## src/rtl/sram_arbiter_pkg.sv

```systemverilog
// sram_arbiter_pkg: shared bus widths and arbiter state encoding.
//   W_ADDR, W_DATA : sram channel address/data widths
//   arb_state_t    : arbiter grant state
package sram_arbiter_pkg;
    localparam int W_ADDR = 32;
    localparam int W_DATA = 32;
    typedef enum logic [1:0] {ARB_IDLE, ARB_IBUS, ARB_DBUS} arb_state_t;
endpackage

```

## src/rtl/sram_if.sv

```systemverilog
// sram: single-ported memory channel.
//   master drives en/we/addr/data_w, slave returns data_r/stall.
//   A transfer completes in the cycle with en=1 and stall=0.
interface sram;
    import sram_arbiter_pkg::*;
    logic              en;
    logic [3:0]        we;
    logic [W_ADDR-1:0] addr;
    logic [W_DATA-1:0] data_w;
    logic [W_DATA-1:0] data_r;
    logic              stall;
    modport master (output en, we, addr, data_w, input data_r, stall);
    modport slave  (input en, we, addr, data_w, output data_r, stall);
endinterface

```

## src/rtl/sram_arb_pick.sv

```systemverilog
// sram_arb_pick: combinational grant picker, dbus priority with starvation override.
//   ibus_en, dbus_en : pending requests
//   starve_cnt       : consecutive dbus picks while ibus waited
//   grant_i, grant_d : one-hot (or zero) pick result
module sram_arb_pick #(
    parameter int STARVE_LIMIT = 4,
    parameter int CW           = $clog2(STARVE_LIMIT + 1)
) (
    input  logic          ibus_en,
    input  logic          dbus_en,
    input  logic [CW-1:0] starve_cnt,
    output logic          grant_i,
    output logic          grant_d
);
    assign grant_d = dbus_en & ~(ibus_en & (starve_cnt == CW'(STARVE_LIMIT)));
    assign grant_i = ibus_en & ~grant_d;
endmodule

```

## src/rtl/sram_arbiter.sv

```systemverilog
// sram_arbiter: shares one sram channel between instruction-fetch and data buses.
//   clk, rst : clock, synchronous active-high reset
//   ibus     : fetch requester (read-only, write enables ignored)
//   dbus     : load/store requester, wins unless ibus has starved
//   mem      : downstream memory, driven from the request latch
//   busy     : high while a grant is outstanding
module sram_arbiter
    import sram_arbiter_pkg::*;
#(
    parameter int STARVE_LIMIT = 4
) (
    input  logic clk,
    input  logic rst,
    sram.slave   ibus,
    sram.slave   dbus,
    sram.master  mem,
    output logic busy
);
    localparam int CW = $clog2(STARVE_LIMIT + 1);

    arb_state_t        state, state_next;
    logic [CW-1:0]     starve_cnt;
    logic              req_en;
    logic [3:0]        req_we;
    logic [W_ADDR-1:0] req_addr;
    logic [W_DATA-1:0] req_data;
    logic              grant_i, grant_d;

    sram_arb_pick #(.STARVE_LIMIT(STARVE_LIMIT), .CW(CW)) pick (
        .ibus_en    (ibus.en),
        .dbus_en    (dbus.en),
        .starve_cnt (starve_cnt),
        .grant_i    (grant_i),
        .grant_d    (grant_d)
    );

    always_comb begin
        state_next = (state == ARB_IDLE) ? (grant_d ? ARB_DBUS : grant_i ? ARB_IBUS : ARB_IDLE)
                                         : (mem.stall ? state : ARB_IDLE);
    end

    always_ff @(posedge clk) begin
        state <= rst ? ARB_IDLE : state_next;
    end

    // req_en mirrors "state != ARB_IDLE" but lives in its own flop so mem.en is flop-driven
    always_ff @(posedge clk) begin
        if (rst) begin
            req_en     <= 1'b0;
            req_we     <= '0;
            req_addr   <= '0;
            req_data   <= '0;
            starve_cnt <= '0;
        end else if (state == ARB_IDLE) begin
            req_en <= grant_i | grant_d;
            if (grant_d) begin
                req_addr <= dbus.addr;
                req_we   <= dbus.we;
                req_data <= dbus.data_w;
            end else if (grant_i) begin
                req_addr <= ibus.addr;
                req_we   <= '0;
                req_data <= ibus.data_w;
            end
            if (grant_d & ibus.en)
                starve_cnt <= (starve_cnt == CW'(STARVE_LIMIT)) ? starve_cnt : starve_cnt + 1'b1;
            else if (grant_i | grant_d)
                starve_cnt <= '0;
        end else if (!mem.stall) begin
            req_en <= 1'b0;
        end
    end

    assign mem.en     = req_en;
    assign mem.we     = req_we;
    assign mem.addr   = req_addr;
    assign mem.data_w = req_data;
    assign busy       = req_en;

    // a requester that dropped en sees stall=0 and its late response is simply ignored
    assign ibus.stall  = ibus.en & ~(state == ARB_IBUS & ~mem.stall);
    assign dbus.stall  = dbus.en & ~(state == ARB_DBUS & ~mem.stall);
    assign ibus.data_r = (state == ARB_IBUS) ? mem.data_r : '0;
    assign dbus.data_r = (state == ARB_DBUS) ? mem.data_r : '0;
endmodule

```

## src/flat_wrapper.sv

```systemverilog
// flat-port wrapper written by rule: the top's interface ports become plain ports
module sram_arbiter_flat import sram_arbiter_pkg::*;
#(
    parameter int STARVE_LIMIT = 4
)
  (clk, rst, busy, ibus_en, ibus_we, ibus_addr, ibus_data_w, ibus_data_r, ibus_stall, dbus_en, dbus_we, dbus_addr, dbus_data_w, dbus_data_r, dbus_stall, mem_en, mem_we, mem_addr, mem_data_w, mem_data_r, mem_stall);
  sram ibus_i ();
  sram dbus_i ();
  sram mem_i ();
  input  logic clk;
  input  logic rst;
  output logic busy;
  input wire logic [$bits(ibus_i.en)-1:0] ibus_en;
  input wire logic [$bits(ibus_i.we)-1:0] ibus_we;
  input wire logic [$bits(ibus_i.addr)-1:0] ibus_addr;
  input wire logic [$bits(ibus_i.data_w)-1:0] ibus_data_w;
  output wire logic [$bits(ibus_i.data_r)-1:0] ibus_data_r;
  output wire logic [$bits(ibus_i.stall)-1:0] ibus_stall;
  input wire logic [$bits(dbus_i.en)-1:0] dbus_en;
  input wire logic [$bits(dbus_i.we)-1:0] dbus_we;
  input wire logic [$bits(dbus_i.addr)-1:0] dbus_addr;
  input wire logic [$bits(dbus_i.data_w)-1:0] dbus_data_w;
  output wire logic [$bits(dbus_i.data_r)-1:0] dbus_data_r;
  output wire logic [$bits(dbus_i.stall)-1:0] dbus_stall;
  output wire logic [$bits(mem_i.en)-1:0] mem_en;
  output wire logic [$bits(mem_i.we)-1:0] mem_we;
  output wire logic [$bits(mem_i.addr)-1:0] mem_addr;
  output wire logic [$bits(mem_i.data_w)-1:0] mem_data_w;
  input wire logic [$bits(mem_i.data_r)-1:0] mem_data_r;
  input wire logic [$bits(mem_i.stall)-1:0] mem_stall;
  assign ibus_i.en = ibus_en;
  assign ibus_i.we = ibus_we;
  assign ibus_i.addr = ibus_addr;
  assign ibus_i.data_w = ibus_data_w;
  assign ibus_data_r = ibus_i.data_r;
  assign ibus_stall = ibus_i.stall;
  assign dbus_i.en = dbus_en;
  assign dbus_i.we = dbus_we;
  assign dbus_i.addr = dbus_addr;
  assign dbus_i.data_w = dbus_data_w;
  assign dbus_data_r = dbus_i.data_r;
  assign dbus_stall = dbus_i.stall;
  assign mem_en = mem_i.en;
  assign mem_we = mem_i.we;
  assign mem_addr = mem_i.addr;
  assign mem_data_w = mem_i.data_w;
  assign mem_i.data_r = mem_data_r;
  assign mem_i.stall = mem_stall;
  sram_arbiter #(.STARVE_LIMIT(STARVE_LIMIT)) u_core (.clk(clk), .rst(rst), .ibus(ibus_i), .dbus(dbus_i), .mem(mem_i), .busy(busy));
endmodule
```

## config.mk

```make
export PLATFORM = sky130hd
export DESIGN_NAME = sram_arbiter_flat
export DESIGN_NICKNAME = d
export VERILOG_FILES = /design/src/rtl/sram_arbiter_pkg.sv /design/src/rtl/sram_if.sv /design/src/rtl/sram_arb_pick.sv /design/src/rtl/sram_arbiter.sv /design/src/flat_wrapper.sv
export SDC_FILE = /design/constraint.sdc
export NUM_CORES = 1
export LEC_CHECK = 0
export BUFFER_PORTS_ARGS = -buffer_cell sky130_fd_sc_hd__buf_2
export CAP_MARGIN = 40
export CORE_AREA = 2 2 121 123
export CTS_CLUSTER_SIZE = 28
export DETAILED_ROUTE_END_ITERATION = 7
export DIE_AREA = 0 0 123 125
export PLACE_DENSITY = 0.68
export SLEW_MARGIN = 15
export SYNTH_ARGS = -nofsm -noshare
export SYNTH_HDL_FRONTEND = slang
export SYNTH_SLANG_ARGS = --single-unit
```

## constraint.sdc

```tcl
create_clock -name clk -period 3.8 [get_ports clk]
set_input_delay 0.76 -clock clk [delete_from_list [all_inputs] [get_ports clk]]
set_output_delay 0.76 -clock clk [all_outputs]
set_load 0.02 [all_outputs]
```

==> flow_summary.ini <==
[placement]
placement.io_buffers = 304
hpwl_um = 10700
gp_congestion = 0.790

[detailed_routing]
wl_per_cell_um = 16.5
drtPass1Iterations = 4
wl_um = 15900
vias = 4974
via_per_inst = 5.19
ant_nets = 0
drc = 0
first_iter_violations = 297

[clocking]
cts-resized-gates = 0
h-tree-depth = 3
cts-buffers-inserted = 9
cts_setup_buffers = 0
cts_tree = yes
clockBufferDepth = 2
clkSinkCount = 74
cts_root_buffer = clkbuf_16
clk_latency_ns = 0.34
clk_pin_slew_ns = 0.06
holdBufCountCts = 0

[final_layout]
syn2layout_area_growth_pct = 43.0
seqCellArea_mm2 = 0.00148
diodes = 0
nets = 946
multi_input_area_mm2 = 0.00233
layout_commonest_cell = buf_2
fin_util_pct = 42.6
drive_gt1_share_pct = 45.8
n_fill_cell = 1505
final_cell_mix = 304 x buf_2, 74 x a21oi_1, 74 x dfxtp_1

[run_status]
status = complete, no violations

[die]
pin_count = 309
die-area_mm2 = 0.0154
die_h_um = 125
rows = 44
core_mm2 = 0.0142
fp.dieW_um = 123
initial_core_util_pct = 29.8

[timing]
hold_viol = 0
post-route-period-util_pct = 62.9
rsz0062_at_grt = no
max_freq_mhz = 418
finalSetupViolations = 0
fin_crit_ns = 2.39
slew_headroom_pct = 46.2
skew_ns = 0.00670
worstMarginPinSlew_ns = 0.807
slew_viol_final = 0
setup_tns_ns = 0

[worst_setup_path]
cp-start-kind = flop
cp.arrival_ns = 1.63
crit_type = reg2out
end_kind = output pin
path_cells = nor2b_1 > buf_4 > and2_1 > buf_2
crit_required_ns = 3.04
critPathMaxFanout = 33
crit_slowest_cell = dfxtp_1
critPathMaxStageDelay_ns = 0.46

[yosys]
synth.yosys.seq_area_share_pct = 35.0
synth_seq_cells = 74
synth_nets = 684
synthCells = 509
syn_area_mm2 = 0.00423
syn_avg_cell_area_um2 = 8.31
yosysUniqueCellTypes = 28
yosysWarningCount = 0

[min_path]
min_path_type = reg2reg

[global_route]
antenna_found_initial = 0
grt_overflow = 0
grt_pass1_wl_um = 24600
grt_pass1_vias = 4568
grt_max_degree = 66
grt_usage_pct = 20.2

[power]
ir_worst_vdd_mv = 0.257
p_leak_uw = 0.00288
p_total_uw = 2470
power_density_mw_per_mm2 = 408

[run]
maxCapViolations = 0
## sequential cells by signal, summed over array words and instances, names as in the netlist
signal             cells
u_core.mem.addr       32
u_core.mem.data_w     32
u_core.mem.we          4
u_core.starve_cnt      3
u_core.state           2
u_core.busy            1
## synthesized netlist by cell type (all sizes together)
cell | n | area share, %
or2 | 2 | 0.30
nand4b | 2 | 0.41
nor3b | 1 | 0.30
nor2b | 2 | 0.30
and3 | 1 | 0.27
dfxtp | 74 | 35
a21boi | 2 | 0.36
and2 | 64 | 9.5
nor2 | 3 | 0.77
a311oi | 64 | 16
inv | 4 | 0.36
nand2 | 4 | 0.36
a21oi | 74 | 8.8
o21ai | 71 | 8.4
buf | 38 | 7.1
a31oi | 1 | 0.15
nand3 | 72 | 8.6
clkbuf | 27 | 2.5
ha | 2 | 0.59
o211ai | 1 | 0.18
## kinds of logic after synthesis
group / count (synthesis) / share of synthesized area, %
buffers and inverters: 69 / 9.94
DFF: 74 / 35.0
and+or+nand+nor: 151 / 20.8
AOI/OAI and AO/OA: 213 / 33.6
adders and majority gates: 2 / 0.592
## through the flow
| step | std cells | cell area [um^2] | hold WS (ns) | setup WS [ns] |
|---|---|---|---|---|
| final | 959 | 6040 | 0.469 | 1.41 |
| after global routing | 959 | 6040 | 0.501 | 1.27 |
| after CTS | 959 | 6040 | 0.470 | 1.42 |
| after detailed placement | 944 | 5740 | 0.462 | 1.31 |
| after global placement | 943 | 5710 | 0.456 | 1.33 |
| after floorplan | 509 | 4230 | 0.466 | 1.61 |
## power breakdown
part / switching, uW / leakage (uW) / total [uW] / internal [uW]
clock: 317 / 0.000152 / 875 / 557
combinational: 420 / 0.00211 / 690 / 270
sequential: 43.7 / 0.000614 / 903 / 859
total: 781 / 0.00288 / 2470 / 1690
## cell type report
cell class	instances	area share [%]
clock buffer	13	4.47
clock inverter	2	0.580
timing repair buffer	316	27.8
multi-input combinational	366	38.6
sequential	74	24.5
tap	184	3.81
inverter	4	0.248
## critical path, delay by kind of cell (launching register included)
kind	cells	cell delay (ns)
flip-flops	1	0.46
buffers and inverters	2	0.45
AND/OR/NAND/NOR	2	0.38
## layer usage
metal / GRT usage (%) / share of wire (%) / vias up
li1: - / - / 2423
met4: 5.95 / 1.6 / 0
met3: 5.06 / 6.8 / 19
met5: 0 / 0 / -
met1: 26.8 / 45 / 2338
met2: 32.1 / 47 / 194
## final timing paths
kind,start,endpoint,slack (ns),depth (start not counted)
hold reg to reg,u_core.mem.we[1],u_core.mem.we[1],0.47,2
hold / removal,u_core.mem.we[1],u_core.mem.we[1],0.47,2
setup reg to reg,u_core.starve_cnt[0],u_core.mem.data_w[18],1.93,5
setup / recovery,u_core.state[0],ibus_data_r[14],1.41,4
Note: power is estimated with default switching activity, not from simulation.
